--- src/rtl/seg_scan_decoder.sv ---
// Receive-side decoder for a multiplexed, active-low 4-digit 7-segment bus.
// Debounces each digit strobe, decodes its glyph and publishes whole frames.
module seg_scan_decoder #(
  parameter int STABLE  = 4,
  parameter int TIMEOUT = 100000
) (
  input  logic        clk_i,
  input  logic        rst_ni,
  input  logic [7:0]  seg_i,
  input  logic [3:0]  an_i,
  output logic [15:0] digits_o,
  output logic [3:0]  dp_o,
  output logic        frame_valid_o,
  output logic        err_o,
  output logic        stale_o
);

  typedef enum logic [1:0] {IDLE, SETTLE, HELD} state_e;

  logic [3:0]  an_s1_q, an_q, prev_an_q;
  logic [7:0]  seg_s1_q, seg_q, prev_seg_q;
  state_e      state_q;
  logic [7:0]  cnt_q;
  logic [3:0]  flags_q, flags_d;
  logic [15:0] shadow_q;
  logic [3:0]  shadow_dp_q;
  logic [15:0] digits_q;
  logic [3:0]  dp_q;
  logic        frame_valid_q, err_q;
  logic [23:0] stale_cnt_q, stale_cnt_d;

  logic       an_onecold, same, capture, publish, shadow_err;
  logic [3:0] glyph_code;

  always_comb begin
    glyph_code = 4'hF;
    case (seg_q[7:1])
      7'b0000001: glyph_code = 4'h0;
      7'b1001111: glyph_code = 4'h1;
      7'b0010010: glyph_code = 4'h2;
      7'b0000110: glyph_code = 4'h3;
      7'b1001100: glyph_code = 4'h4;
      7'b0100100: glyph_code = 4'h5;
      7'b0100000: glyph_code = 4'h6;
      7'b0001111: glyph_code = 4'h7;
      7'b0000000: glyph_code = 4'h8;
      7'b0000100: glyph_code = 4'h9;
      7'b1111110: glyph_code = 4'hA;
      7'b1111111: glyph_code = 4'hB;
      default:    glyph_code = 4'hF;
    endcase
  end

  // SETTLE is only ever entered with a one-cold select, so a capture there
  // always targets exactly one slot: the zero bit of an_q, i.e. ~an_q.
  always_comb begin
    an_onecold = 1'b0;
    case (an_q)
      4'b1110, 4'b1101, 4'b1011, 4'b0111: an_onecold = 1'b1;
      default:                            an_onecold = 1'b0;
    endcase
    same        = ({an_q, seg_q} == {prev_an_q, prev_seg_q});
    capture     = (state_q == SETTLE) && same && (cnt_q == 8'(STABLE - 1));
    publish     = &flags_q;
    flags_d     = (publish ? 4'b0000 : flags_q) | (capture ? ~an_q : 4'b0000);
    shadow_err  = 1'b0;
    for (int i = 0; i < 4; i++) begin
      if (shadow_q[4*i +: 4] == 4'hF) shadow_err = 1'b1;
    end
    stale_cnt_d = publish ? 24'd0 :
                  (stale_cnt_q == 24'(TIMEOUT)) ? stale_cnt_q : stale_cnt_q + 24'd1;
  end

  always_ff @(posedge clk_i) begin
    if (!rst_ni) begin
      state_q <= IDLE;
      cnt_q   <= 8'd0;
    end else begin
      case (state_q)
        IDLE: begin
          if (an_onecold) begin
            state_q <= SETTLE;
            cnt_q   <= 8'd1;
          end
        end
        SETTLE: begin
          if (capture) begin
            state_q <= HELD;
          end else if (same) begin
            cnt_q <= cnt_q + 8'd1;
          end else begin
            cnt_q   <= 8'd1;
            state_q <= an_onecold ? SETTLE : IDLE;
          end
        end
        HELD: begin
          if (an_q != prev_an_q) begin
            cnt_q   <= 8'd1;
            state_q <= an_onecold ? SETTLE : IDLE;
          end
        end
        default: state_q <= IDLE;
      endcase
    end
  end

  // Publishing reads the shadow before this cycle's capture lands in it.
  always_ff @(posedge clk_i) begin
    if (!rst_ni) begin
      an_s1_q       <= 4'hF;
      an_q          <= 4'hF;
      prev_an_q     <= 4'hF;
      seg_s1_q      <= 8'hFF;
      seg_q         <= 8'hFF;
      prev_seg_q    <= 8'hFF;
      flags_q       <= 4'b0000;
      shadow_q      <= 16'h0000;
      shadow_dp_q   <= 4'b0000;
      digits_q      <= 16'h0000;
      dp_q          <= 4'b0000;
      frame_valid_q <= 1'b0;
      err_q         <= 1'b0;
      stale_cnt_q   <= 24'd0;
    end else begin
      an_s1_q       <= an_i;
      an_q          <= an_s1_q;
      prev_an_q     <= an_q;
      seg_s1_q      <= seg_i;
      seg_q         <= seg_s1_q;
      prev_seg_q    <= seg_q;
      flags_q       <= flags_d;
      frame_valid_q <= publish;
      stale_cnt_q   <= stale_cnt_d;
      if (publish) begin
        digits_q <= shadow_q;
        dp_q     <= shadow_dp_q;
        err_q    <= shadow_err;
      end
      for (int i = 0; i < 4; i++) begin
        if (capture && !an_q[i]) begin
          shadow_q[4*i +: 4] <= glyph_code;
          shadow_dp_q[i]     <= ~seg_q[0];
        end
      end
    end
  end

  assign digits_o      = digits_q;
  assign dp_o          = dp_q;
  assign frame_valid_o = frame_valid_q;
  assign err_o         = err_q;
  assign stale_o       = (stale_cnt_q == 24'(TIMEOUT));

endmodule

--- config.mk ---
export PLATFORM = sky130hd
export DESIGN_NAME = seg_scan_decoder
export DESIGN_NICKNAME = d
export VERILOG_FILES = /design/src/rtl/seg_scan_decoder.sv
export SDC_FILE = /design/constraint.sdc
export NUM_CORES = 1
export LEC_CHECK = 0
export ABC_AREA = 1
export CORE_ASPECT_RATIO = 0.5
export CORE_MARGIN = 10
export CORE_UTILIZATION = 58
export DETAILED_ROUTE_END_ITERATION = 16
export PLACE_DENSITY = 0.76
export SYNTH_ARGS = -nofsm -noshare
export SYNTH_HDL_FRONTEND = slang
export SYNTH_SLANG_ARGS = --single-unit
--- constraint.sdc ---
create_clock -name clk_i -period 1.9 [get_ports clk_i]
set_clock_uncertainty 0.2 [all_clocks]
set_input_delay 0.38 -clock clk_i [delete_from_list [all_inputs] [get_ports clk_i]]
set_output_delay 0.38 -clock clk_i [all_outputs]
set_load 0.05 [all_outputs]
# Yosys cells after proc, flatten, opt, wreduce, memory -nomap -nowiden
# Cells that the tools add are included.
# op_classes
bitwise	4
add_sub_neg	2
eq_ne	29
mux	19
n_reduce_logical	18
# op_table
operator	count
4-bit one-hot mux with 12 select lines	1
8-bit two-way mux	4
4-bit == test (second input constant)	7
7-bit == test (second input constant)	4
24-bit by 1-bit adder with 24-bit output (second input constant)	1
24-bit by 17-bit == test with 1-bit output (second input constant)	1
8-bit one-hot mux with 3 select lines	1
7-bit by 3-bit == test with 1-bit output (second input constant)	2
7-bit by 6-bit == test with 1-bit output (second input constant)	2
12-bit == test	1
8-bit by 1-bit adder with 8-bit output (second input constant)	1
8-bit by 2-bit == test with 1-bit output (second input constant)	1
2-bit two-way mux	4
4-bit two-way mux	2
4-bit AND reduction	2
7-bit by 1-bit == test with 1-bit output (second input constant)	1
7-bit by 4-bit == test with 1-bit output (second input constant)	1
7-bit by 5-bit == test with 1-bit output (second input constant)	1
7-bit zero test	1
1-bit logical AND	6
1-bit two-way mux	6
2-bit != test (second input constant)	3
2-bit one-hot mux with 3 select lines	1
4-bit by 3-bit == test with 1-bit output (second input constant)	1
other kinds (13)	17
# totals
out_inout_bits	23
reg_bits	116
inputBits	14

# Logic depth before layout (Yosys ltp)
# depth
ltp_word	7
mapped_depth	13

# Least setup slack after synthesis
# Ideal clock, no wire load.
# synth_path
path_type	register -> output
from	register stale_cnt_q[0]
to	output stale_o
path_stages_with_launch	7
t_arrival_ns	1.155
setup_slack_ns	0.165
required_time_ns	1.320
path_cell_list	dfxtp_1 > inv_1 > ha_1 > nand3_1 > nor2_1 > nand3_1 > inv_1
# synth_via
elab_chain_cells	1
# synth_rtl
item	line	source
start, declared	30	logic [23:0] stale_cnt_q, stale_cnt_d;
start signal, assigned	133	stale_cnt_q <= stale_cnt_d;
24-bit by 17-bit == test with 1-bit output	152	assign stale_o = (stale_cnt_q == 24'(TIMEOUT));
end, declared	15	output logic stale_o
# No other way between the ends.

# Worst setup path in the final report
# layout_path
from	register stale_cnt_q[10]
to	output stale_o
# The elaborated chain is that of the path after synthesis.

==> results.yml <==
clock_network:
  worstSkewPairLatency_ps: 410
  cts_buffer_depth: 2
  root_buffer: "clkbuf_16"
  cts_tree: "done"
  cts_max_level: 4
  cts_made_buffers: 17
  ctsHoldBuffers: 0
  clock-sinks: 116
  clk_pin_slew_ps: 60
sta:
  period_minus_slack_ps: 2045
  timing.hold.ws_ps: 200.3
  fmax_mhz: 488.9
  hold_viol: 0
  setup_violations: 2
  tightest_slew_ps: 416.8
  fin_ws_ps: -145.2
  fin_crit_sh_pct: 107.6
  rsz0062_at_grt: "true"
  relSlewSlack_pct: 72.00
  slew_viol_final: 0
critical_path:
  endpoint: "stale_o"
  end_kind: "output port"
  required_ps: 1320
  critPathMaxFanout: 3
  ff2ff_path_depth: 7
  path_class: "reg2out"
  rr_endpoint: "stale_cnt_q[23]"
  crit_path_cell_trace: "nand2_2 > nor3_2 > nand3_2 > inv_2 > buf_12"
  crit_slowest_cell: "dfxtp_1"
  worst-endpoint-arrival_ps: 1470
  reg2reg_slack_ps: 0
  slowest_delay_ps: 370
  critPathLaunch: "stale_cnt_q[10]"
  critPathLaunchType: "register"
  reg2reg_from: "stale_cnt_q[17]"
power_and_ir_drop:
  power_frac_seq_pct: 40.8
  power_density_mw_per_mm2: 926.7
  swShare_pct: 22.46
  p_int_mw: 4.780
  p_comb_share_pct: 7.1
  p_sw_mw: 1.385
  peakVddDrop_mv: 0.6672
  power_frac_clock_pct: 52.0
  power_mw: 6.165
  p_leak_nw: 3.140
synthesis:
  synth_area_per_cell_sq_um: 7.092
  ys_ff_latch: 116
  syn_area_sq_mm: 0.005191
  yosysWarnings: 0
  synth_area_leaders: "dfxtp_1 (45%), nand2_1 (15%), nor2_1 (6.9%), inv_1 (6.3%), nand3_1 (3.5%)"
  seq_area_frac_synth_pct: 44.73
  syn_nets: 749
  netlist.area_leader.share_pct: 44.73
  synth_cells: 732
  yosysUniqueCellTypes: 36
  synth_area_leader_cell: "dfxtp_1"
outcome:
  violations: "setup timing"
  status: "finished, violations left"
global_routing:
  grt_max_degree: 35
  grt_overflow_total: 0
  antenna_found_initial: 0
  grt_usage_pct: 17.74
  grt_pass1_wl_um: 19710
  grt_pass1_vias: 4394
detailed_routing:
  firstDrtPassIters: 5
  drtIter0Drc: 296
  vias: 4727
  vias_per_cell: 5.034
  routed_wl_um: 12000
  drc: 0
  wl_per_cell_um: 12.78
  ant_nets: 0
placement:
  place_hpwl_um: 7825
  place_inst: 897
  port-buffer-count: 36
  place_congestion: 0.9143
floorplan:
  io_pins: 37
  initial_core_util_pct: 59.61
  num_rows: 24
  fp.dieH_um: 86.90
  core-area_sq_mm: 0.008708
  die_area_sq_mm: 0.01336
  die_w_um: 153.8
finish:
  area_growth_pct: 28.15
  drive_gt1_share_pct: 25.91
  diodes: 0
  final_cells: 939
  final_nets: 827
worst_hold_path:
  min_path_type: "reg2reg"
job:
  max_cap_viol_count: 0
-- how the worst min path moves through the flow --
stage | startpoint | cells past startpoint | slack, ps | end
6_report | seg_s1_q[1] | 1 | 200 | seg_q[1]
4_1_cts | seg_s1_q[4] | 1 | 210 | seg_q[4]
3_3_place_gp | an_s1_q[1] | 1 | 190 | an_q[1]
2_1_floorplan | an_s1_q[0] | 1 | 190 | an_q[0]
5_1_grt | seg_s1_q[1] | 1 | 210 | seg_q[1]
3_5_place_dp | seg_s1_q[2] | 1 | 200 | seg_q[2]
-- critical path: cells and delay by family (launching register included) --
family | cells | cell delay, ps
buf+inv | 2 | 250
flops | 1 | 370
simple gates | 3 | 430
-- cell families (layout without fill, tap and decap cells) --
family | count (synthesis) | in the layout | share of synthesized area (%)
buf+inv | 119 | 209 | 9.906
compound gates | 66 | 66 | 6.556
flops | 116 | 116 | 44.73
simple gates | 420 | 420 | 36.73
xor+xnor | 8 | 8 | 1.350
fa+ha+maj | 3 | 3 | 0.7231
-- cells in the mapped netlist --
cell type / number
a21oi_1: 26
a31oi_1: 2
and3_1: 1
buf_2: 1
buf_6: 6
clkbuf_1: 10
clkbuf_8: 2
clkinv_2: 1
dfxtp_1: 116
ha_1: 3
inv_1: 87
inv_2: 12
nand2_1: 207
nand2_2: 3
nand2_4: 1
nand3_1: 36
nand3_2: 3
nand3_4: 1
nand3b_1: 5
nand4_1: 8
nand4_2: 4
nor2_1: 95
nor2_2: 6
nor2_4: 2
nor2_8: 1
nor3_1: 14
nor3_2: 1
nor3_4: 1
nor3b_1: 1
nor4_1: 4
o21a_1: 1
o21ai_0: 33
o22ai_1: 4
or2_2: 26
xnor2_1: 1
xor2_1: 7
-- placed cells by master (no fill, tap or decap), drive strengths merged, types with 2 or more instances in the layout --
| cell | instances |
|---|---|
| a21oi | 26 |
| a31oi | 2 |
| buf | 65 |
| bufinv | 3 |
| clkbuf | 22 |
| clkdlybuf4s50 | 13 |
| clkinv | 6 |
| clkinvlp | 2 |
| dfxtp | 116 |
| ha | 3 |
| inv | 98 |
| nand2 | 211 |
| nand3 | 40 |
| nand3b | 5 |
| nand4 | 12 |
| nor2 | 104 |
| nor3 | 16 |
| nor4 | 4 |
| o21ai | 33 |
| o22ai | 4 |
| or2 | 26 |
| xor2 | 7 |
-- stage by stage --
stage                     setup slack (ps)  util [%]  area, sq um  TNS, ps
after global routing                -215.6     76.39         6653   -434.7
after floorplan                      165.4         -         5191        0
final                               -145.2     76.39         6653   -149.9
after detailed placement            -17.47     66.18         5763   -17.47
after CTS                           -128.3     73.92         6437   -128.3
after global placement               30.42     66.18         5763        0
-- sequential cells by signal (all words and copies together), names as in the netlist --
name,cells
frame_valid_o,1
flags_q,4
digits_o,16
dp_o,4
seg_q,8
err_o,1
cnt_q,8
prev_seg_q,8
seg_s1_q,8
shadow_dp_q,4
an_s1_q,4
prev_an_q,4
an_q,4
shadow_q,16
state_q,2
stale_cnt_q,24
-- routing by layer --
metal | GRT usage, % | vias up | routed length (um)
li1 | - | 2438 | -
met1 | 20.27 | 2148 | 5334
met2 | 30.93 | 124 | 5847
met3 | 5.325 | 17 | 674
met4 | 6.991 | 0 | 148
met5 | 0 | - | 0
-- power by group through the flow --
stage	sequential (mW)	clock [mW]	combinational (mW)
3_3_place_gp	2.56	0	0.376
2_1_floorplan	2.56	0	0.265
5_1_grt	2.52	3.34	0.492
6_report	2.52	3.21	0.439
3_5_place_dp	2.56	0	0.384
4_1_cts	2.51	3.24	0.403
-- what timing repair did --
| item | in CTS | in global routing |
|---|---|---|
| hold endpoints to repair | 0 | 0 |
| pin swaps | 5 | 10 |
| gates cloned | 0 | 1 |
| setup buffers | 4 | 6 |
| setup endpoints to repair | 4 | 42 |
| resized for setup | 21 | 55 |
-- final cells by class --
type / count / area, sq um
inverters: 100 / 380.4
flip-flops and latches: 116 / 2350
fillers: 629 / 2056
multi-input cells: 497 / 2520
clock buffers: 22 / 464.2
clock inverters: 9 / 128.9
well taps: 117 / 146.4
repair buffers: 78 / 663.1
(Power assumes the default switching activity.)
